--- src/rtl/des_pkg.sv ---
// Shared constants and loader state encoding for the DES S-box table path.
package des_pkg;

  localparam int SBOX_ENTRIES = 64;
  localparam int SBOX_BYTES   = 32;
  localparam int SBOX_W       = 4;

  typedef enum logic [1:0] {
    ST_IDLE  = 2'd0,
    ST_LOAD  = 2'd1,
    ST_CHECK = 2'd2,
    ST_DONE  = 2'd3
  } load_state_e;

  // Packed-byte address of a table entry: box in the top bits, entry pair below.
  function automatic logic [7:0] sbox_byte_addr(input logic [2:0] box, input logic [5:0] idx);
    return {box, idx[5:1]};
  endfunction

endpackage

--- src/rtl/sbox_ram.sv ---
// Byte-wide S-box storage: synchronous write, registered nibble read with
// read-before-write behaviour and a zeroed output while in reset.
module sbox_ram
  import des_pkg::*;
#(
  parameter int N_BOX = 8
) (
  input  logic       clk,
  input  logic       rst,
  input  logic       we,
  input  logic [7:0] waddr,
  input  logic [7:0] wdata,
  input  logic [7:0] raddr,
  input  logic       rnib,
  input  logic       rvalid,
  output logic [3:0] dout
);

  localparam int DEPTH = N_BOX * SBOX_BYTES;

  logic [7:0]        mem [0:DEPTH-1];
  logic [7:0]        rd_byte;
  logic [SBOX_W-1:0] dout_d;
  logic [SBOX_W-1:0] dout_q;

  always_ff @(posedge clk) begin
    if (we) begin
      mem[waddr] <= wdata;
    end
  end

  // The read samples the array before this edge's write lands, giving the old value.
  always_comb begin
    rd_byte = 8'd0;
    dout_d  = 4'd0;
    if (rvalid) begin
      rd_byte = mem[raddr];
      dout_d  = rnib ? rd_byte[7:4] : rd_byte[3:0];
    end else begin
      dout_d  = 4'd0;
    end
  end

  always_ff @(posedge clk) begin
    if (rst) begin
      dout_q <= 4'd0;
    end else begin
      dout_q <= dout_d;
    end
  end

  assign dout = dout_q;

endmodule

--- src/rtl/sbox_table_loader.sv ---
// Run-time loader for the eight DES S-box tables: streams packed bytes into RAM,
// qualifies them with a trailing XOR checksum, and serves registered lookups.
module sbox_table_loader
  import des_pkg::*;
#(
  parameter int N_BOX         = 8,
  parameter int BYTES_PER_BOX = 32
) (
  input  logic       clk,
  input  logic       rst,
  input  logic       load_start,
  input  logic [7:0] in_data,
  input  logic       in_valid,
  output logic       in_ready,
  input  logic [2:0] box_sel,
  input  logic [1:0] row,
  input  logic [3:0] col,
  output logic [3:0] dout,
  output logic       table_valid,
  output logic       load_busy,
  output logic       load_err
);

  localparam logic [7:0] LAST_BYTE = 8'(N_BOX * BYTES_PER_BOX - 1);
  localparam logic [3:0] N_BOX_L   = 4'(N_BOX);

  load_state_e state_q, state_d;
  logic [7:0]  counter_q, counter_d;
  logic [7:0]  csum_q, csum_d;
  logic        table_valid_q, table_valid_d;
  logic        load_err_q, load_err_d;
  logic        in_ready_q, in_ready_d;
  logic        load_busy_q, load_busy_d;
  logic        accept_s;
  logic        ram_we_s;
  logic        rd_valid_s;

  // load_start always wins over a byte offered in the same cycle.
  assign accept_s = in_valid && in_ready_q && !load_start;

  always_comb begin
    state_d       = state_q;
    counter_d     = counter_q;
    csum_d        = csum_q;
    table_valid_d = table_valid_q;
    load_err_d    = load_err_q;
    ram_we_s      = 1'b0;
    case (state_q)
      ST_IDLE, ST_DONE: begin
        if (load_start) begin
          state_d       = ST_LOAD;
          counter_d     = 8'd0;
          csum_d        = 8'd0;
          table_valid_d = 1'b0;
          load_err_d    = 1'b0;
        end else begin
          state_d = state_q;
        end
      end
      ST_LOAD: begin
        if (load_start) begin
          counter_d     = 8'd0;
          csum_d        = 8'd0;
          table_valid_d = 1'b0;
          load_err_d    = 1'b0;
        end else if (accept_s) begin
          ram_we_s = 1'b1;
          csum_d   = csum_q ^ in_data;
          if (counter_q == LAST_BYTE) begin
            state_d = ST_CHECK;
          end else begin
            counter_d = counter_q + 8'd1;
          end
        end else begin
          state_d = ST_LOAD;
        end
      end
      ST_CHECK: begin
        if (load_start) begin
          state_d       = ST_LOAD;
          counter_d     = 8'd0;
          csum_d        = 8'd0;
          table_valid_d = 1'b0;
          load_err_d    = 1'b0;
        end else if (accept_s) begin
          state_d = ST_DONE;
          if (in_data == csum_q) begin
            table_valid_d = 1'b1;
          end else begin
            load_err_d = 1'b1;
          end
        end else begin
          state_d = ST_CHECK;
        end
      end
      default: begin
        state_d       = ST_IDLE;
        table_valid_d = 1'b0;
        load_err_d    = 1'b0;
      end
    endcase
    in_ready_d  = (state_d == ST_LOAD) || (state_d == ST_CHECK);
    load_busy_d = (state_d == ST_LOAD) || (state_d == ST_CHECK);
  end

  always_ff @(posedge clk) begin
    if (rst) begin
      state_q       <= ST_IDLE;
      counter_q     <= 8'd0;
      csum_q        <= 8'd0;
      table_valid_q <= 1'b0;
      load_err_q    <= 1'b0;
      in_ready_q    <= 1'b0;
      load_busy_q   <= 1'b0;
    end else begin
      state_q       <= state_d;
      counter_q     <= counter_d;
      csum_q        <= csum_d;
      table_valid_q <= table_valid_d;
      load_err_q    <= load_err_d;
      in_ready_q    <= in_ready_d;
      load_busy_q   <= load_busy_d;
    end
  end

  assign rd_valid_s = ({1'b0, box_sel} < N_BOX_L);

  sbox_ram #(
    .N_BOX (N_BOX)
  ) u_ram (
    .clk    (clk),
    .rst    (rst),
    .we     (ram_we_s && !rst),
    .waddr  (counter_q),
    .wdata  (in_data),
    .raddr  (sbox_byte_addr(box_sel, {row, col})),
    .rnib   (col[0]),
    .rvalid (rd_valid_s),
    .dout   (dout)
  );

  assign in_ready    = in_ready_q;
  assign load_busy   = load_busy_q;
  assign table_valid = table_valid_q;
  assign load_err    = load_err_q;

endmodule

--- config.mk ---
export PLATFORM = sky130hd
export DESIGN_NAME = sbox_table_loader
export DESIGN_NICKNAME = d
export VERILOG_FILES = /design/src/rtl/des_pkg.sv /design/src/rtl/sbox_ram.sv /design/src/rtl/sbox_table_loader.sv
export SDC_FILE = /design/constraint.sdc
export NUM_CORES = 2
export LEC_CHECK = 0
export ABC_AREA = 1
export CAP_MARGIN = 25
export CORE_MARGIN = 10
export CORE_UTILIZATION = 42
export CTS_CLUSTER_SIZE = 10
export DETAILED_ROUTE_END_ITERATION = 10
export PLACE_DENSITY = 0.65
export SKIP_CTS_REPAIR_TIMING = 1
export SLEW_MARGIN = 40
export SYNTH_ARGS = -nofsm -noshare
export SYNTH_HDL_FRONTEND = slang
export SYNTH_SLANG_ARGS = --single-unit
--- constraint.sdc ---
create_clock -name clk -period 6.3 [get_ports clk]
set_input_delay 0.945 -clock clk [delete_from_list [all_inputs] [get_ports clk]]
set_output_delay 0.945 -clock clk [all_outputs]
set_load 0.005 [all_outputs]
# Word-level counts from Yosys, hierarchy flattened
# Memory sizes are Yosys's and may differ from the RTL's.
# Cells that the tools add are included.
[word_totals] inputBits=21 memories=1 regBits=25 out_inout_bits=8 word_cells=68 mem_bits_rw=2048
[op_classes] n_eq_ne=14 n_reduce_logical=14 bitwise_logic=1 n_mux=30 addsub=1
[memory_table] name="u_ram.mem" words=256 width=8 read_ports=1 rd_clocked_by_memory_dff=0 wr=1 line_no="sbox_ram.sv:21" source="logic [7:0] mem [0:DEPTH-1];"
[op_table] operator="$mux 8" n=6
[op_table] operator="$pmux 8 s2" n=2
[op_table] operator="$ne 3x3->1 const B" n=5
[op_table] operator="$mux 1" n=13
[op_table] operator="$mux 2" n=5
[op_table] operator="$reduce_and 3->1" n=3
[op_table] operator="$add 8x1->8 const B" n=1
[op_table] operator="$eq 8x8->1" n=1
[op_table] operator="$eq 8x8->1 const B" n=1
[op_table] operator="$xor 8x8->8" n=1
[op_table] operator="$eq 2x2->1 const B" n=3
[op_table] operator="$pmux 2 s3" n=1
[op_table] operator="$reduce_or 3->1" n=2
[op_table] operator="$eq 2x1->1 const B" n=2
[op_table] operator="$mux 4" n=1
[op_table] operator="$ne 2x1->1 const B" n=2
[op_table] operator="$pmux 1 s2" n=2
[op_table] operator="$logic_and 1x1->1" n=3
[op_table] operator="$logic_not 1->1" n=2
[op_table] operator="$logic_not 2->1" n=1
[op_table] operator="$reduce_and 2->1" n=1
[op_table] operator="$reduce_or 2->1" n=1
[op_table] operator="$logic_or 1x1->1" n=1

# Logic depth before layout (Yosys ltp)
[logic_depth] depth_word=8 mapped_depth=17 depth_no_buf=13

# Cells and area by module
# From an unflattened synthesis, not the netlist that was laid out.
[unflattened] cells_unflattened=7171 area_unflattened_um2=84431.0
[modules_own_cells] mod="sbox_ram" seq_area_each_um2=61579.1 cells_per_inst=7014 area_per_inst_um2=83337.4 instances=1
[modules_own_cells] mod="sbox_table_loader" seq_area_each_um2=420.4 cells_per_inst=157 area_per_inst_um2=1093.5 instances=1

# Worst setup path before layout
# OpenSTA, ideal clock, no wires.
[synth_path] kind="input-to-reg" from="in load_start" to="mem u_ram.mem[15][0], enable pin" t_arrival_ps=2447 path_slack_ps=3483 required_ps=5930 path_buffers=1 cell_stages=8 cell_sequence="nor2_2 > inv_1 > nor2_4 > nand2_1 > nor3_2 > nand2_1 > buf_2 > nor2_1"
[synth_via] elab_chain_cells=8
[synth_rtl] item="start, declared" line_no="sbox_table_loader.sv:11" source="input logic load_start,"
[synth_rtl] item="$logic_not 1->1" line_no="sbox_table_loader.sv:39" source="assign accept_s = in_valid && in_ready_q && !load_start;"
[synth_rtl] item="$logic_and 1x1->1" line_no="sbox_table_loader.sv:39"
[synth_rtl] item="$mux 1" line_no="sbox_table_loader.sv:66" source="end else if (accept_s) begin"
[synth_rtl] item="$mux 1 (*)" line_no="sbox_table_loader.sv:61" source="if (load_start) begin"
[synth_rtl] item="$mux 1 (*)" line_no="sbox_table_loader.sv:48" source="case (state_q)"
[synth_rtl] item="$logic_and 1x1->1 (*)" line_no="sbox_table_loader.sv:133" source=".we (ram_we_s && !rst),"
[synth_rtl] item="$mux 1 (*)" line_no="sbox_ram.sv:27" source="if (we) begin"
[synth_rtl] item="$mux 1 (not written as such) (*)" line_no="sbox_ram.sv:28" source="mem[waddr] <= wdata;"
[synth_rtl] item="end, declared" line_no="sbox_ram.sv:21"
# Every way passes the cells marked *; elsewhere a longest branch is shown, timed or not.

# Worst setup path in the final report
[layout_path] from="in rst" to="mem u_ram.mem[133][0], enable pin"
[layout_via] elab_chain_cells=4
[layout_rtl] item="start, declared" line_no="sbox_table_loader.sv:10" source="input logic rst,"
[layout_rtl] item="$logic_not 1->1" line_no="sbox_table_loader.sv:133"
[layout_rtl] item="$logic_and 1x1->1" line_no="sbox_table_loader.sv:133"
[layout_rtl] item="$mux 1" line_no="sbox_ram.sv:27"
[layout_rtl] item="$mux 1 (not written as such)" line_no="sbox_ram.sv:28"
# Every way passes these cells.

==> metrics <==
gr usage total 0.2042; post-synthesis sequential area ratio 0.7359; synth top area cells edfxtp_1, nand3_1, nand2_1; Synth Cell Area between 80000 and 90000 sq um; H-tree lvl count 4; setup violators final 0; final WL 230600 microns; RR Endpoint u_ram.mem[133][0]; Reg clk slew, reported paths approximately 0.06 ns; DRT Pass-1 Iters 6; Async SR Flop Fraction 0; Vias 55400; Lkg Pwr around 0.032 uW; DRT iter0 DRCs about 7100; most frequent cell after synthesis nand2_1; Worst Reg-to-Reg Cells 10; Clk Latency, worst-skew pair slightly below 0.9 ns; row cnt roughly 160; Top FF cell, synth edfxtp_1; total negative setup slack 0 ns; Hold Path Class reg2reg; worst slew pin tran just over 0.9 ns; Clock Skews approximately 0.022 ns; DP Wirelength approximately 130000 microns; full die area about 220000 sq um; WL per Instance 23.83 microns; Pwr Density 305.2 nW/um^2; synthesized flop and latch total between 2000 and 2500; top cell type's share of synthesized area 0.7299; Cells after Synth slightly above 7000; endpoint class of the critical path flip-flop; relative slew slack 0.3805; Post-Layout Cell Count 9679; top fanout value on the critical path 16; syn nets just over 7000; die width between 400 and 500 microns; R2R setup slack between 2 and 2.5 ns; CTS tree built; clk buf depth 3; die height around 470 microns; YS warnings 0; Initial Util 0.4220; first-pass GRT wire length around 340000 microns; clock root buffer clkbuf_16; Num CTS Buffers ~230; Critical Path Start Type input pin; Core Area between 150000 and 200000 sq um; RSZ-0062 raised after global routing no; routability cong. between 0.8 and 0.9; initial antenna violation count 9; I/O pins 29; Tmin final 4.234 ns; Fmax achieved approximately 0.24 GHz; ratio of cells with drive above 1 in the final layout 0.05358; EDFF count, synth between 2000 and 2500; Max VDD drop between 0.0002 and 0.0003 V; Max Slew Vio Count 0; Min-Delay Endpoint table_valid; Yosys cell types 32; total of max-cap violations 0; drt via density about 5.7; Synth Area per Inst 11.86 sq um; Area Overhead vs Synth 10.21%; # DRC 0; reg-to-reg startpoint state_q[1]; I/O Buffers 28; Hold Path Origin table_valid; CTS Sinks roughly 2100; final hold vios 0; Final nets around 7000; DP Cell Count between 9000 and 10000; dominant cell type by area after synthesis edfxtp_1; WS Path Type in2reg; outcome complete, no violations; Final ANT Viol Nets 0; Post-synth top cells nand2_1, edfxtp_1, nand3_1, buf_2, nor2_1; number of global-route vias before repair between 50000 and 60000; pin count of the biggest net entering global routing around 220; crit path DAT 4.72 ns; fillers roughly 17000; CP required about 6.8 ns; final critical-path share of the clock period 0.6720; Hold Path Stages 2; gr ovfl total 0
-- state kept, by name, summed over array words and instances (netlist names) --
name         count
counter_q        8
state_q          2
load_err         1
u_ram.dout       4
table_valid      1
u_ram.mem     2048
csum_q           8
load_busy        1
-- cells in the final DEF (no fill, tap or decap), types with 7 or more instances in the layout --
master,instances
clkbuf_16,229
o21ai_0,7
edfxtp_1,2048
buf_8,11
ha_1,7
xor2_1,7
buf_12,25
nand2_2,8
a21oi_1,17
nand3_1,2024
buf_16,7
dfxtp_1,25
clkbuf_1,37
nand2_1,2131
buf_4,48
clkdlybuf4s50_1,14
inv_1,27
nor2_1,278
-- through the flow --
step | instance area, sq um | total power, uW | hold WS [ns] | setup WS (ns) | util
after floorplan | 84250 | 16370 | 0.4466 | 3.483 | -
after global placement | 86440 | 17060 | 0.4557 | 1.330 | 0.4329
after detailed placement | 86610 | 17080 | 0.4596 | 1.284 | 0.4338
after CTS | 92740 | 28430 | 0.4691 | 2.209 | 0.4645
after global routing | 92840 | 29140 | 0.4840 | 1.929 | 0.4650
final | 92850 | 28340 | 0.4594 | 2.066 | 0.4651
-- power breakdown --
part | total [uW] | leakage, uW | switching, uW | internal, uW
Clock | 11500 | 0.00299 | 5050 | 6460
Sequential | 15200 | 0.0186 | 9.99 | 15200
Combinational | 1650 | 0.00997 | 1270 | 386
-- per-layer routing --
metal  GRT usage  share of wire  vias to the layer above
li1            -              -                    24870
met1      0.2648           0.39                    27150
met2      0.3352           0.48                     2870
met3     0.04127          0.089                      518
met4     0.08471          0.042                        4
met5           0        0.00012                        -
-- final cells by class --
class | count | area [sq um] | share of cell area
Clock inverter | 19 | 262.8 | 0.002830
Clock buffer | 266 | 5869 | 0.06321
Multi-Input combinational cell | 4512 | 19800 | 0.2132
Sequential cell | 2073 | 62000 | 0.6677
Antenna cell | 6 | 15.01 | 0.0001617
Tap cell | 2656 | 3323 | 0.03579
Inverter | 37 | 175.2 | 0.001887
Timing Repair Buffer | 110 | 1409 | 0.01517
-- worst max path at each step --
stage	start	end	slack (ns)
after floorplan	load_start	u_ram.mem[15][0]	3.48
after global placement	rst	u_ram.mem[42][1]	1.33
after detailed placement	rst	u_ram.mem[176][3]	1.28
after CTS	state_q[1]	u_ram.mem[30][6]	2.21
after global routing	state_q[1]	u_ram.mem[188][5]	1.93
final	rst	u_ram.mem[133][0]	2.07
-- logic make-up (layout without fill, tap and decap cells) --
logic type	after synthesis	after routing	share of synthesized area
AND/OR/NAND/NOR	4463	4463	0.2294
AO/OA/AOI/OAI	34	34	0.002346
other	0	6	0
adder cells (fa/ha/maj)	7	7	0.001039
buffers and inverters	522	432	0.03052
XOR/XNOR	8	8	0.0008316
flip-flops	2073	2073	0.7359
-- worst max-delay path: stages --
cell and delay (ns):
clkdlybuf4s50_1 0.73, clkinv_1 0.41, nand2_1 0.57, nor2_1 0.60, nand2_1 0.66, nor2_1 0.78
No activity file was read; power rests on OpenSTA's default activity.
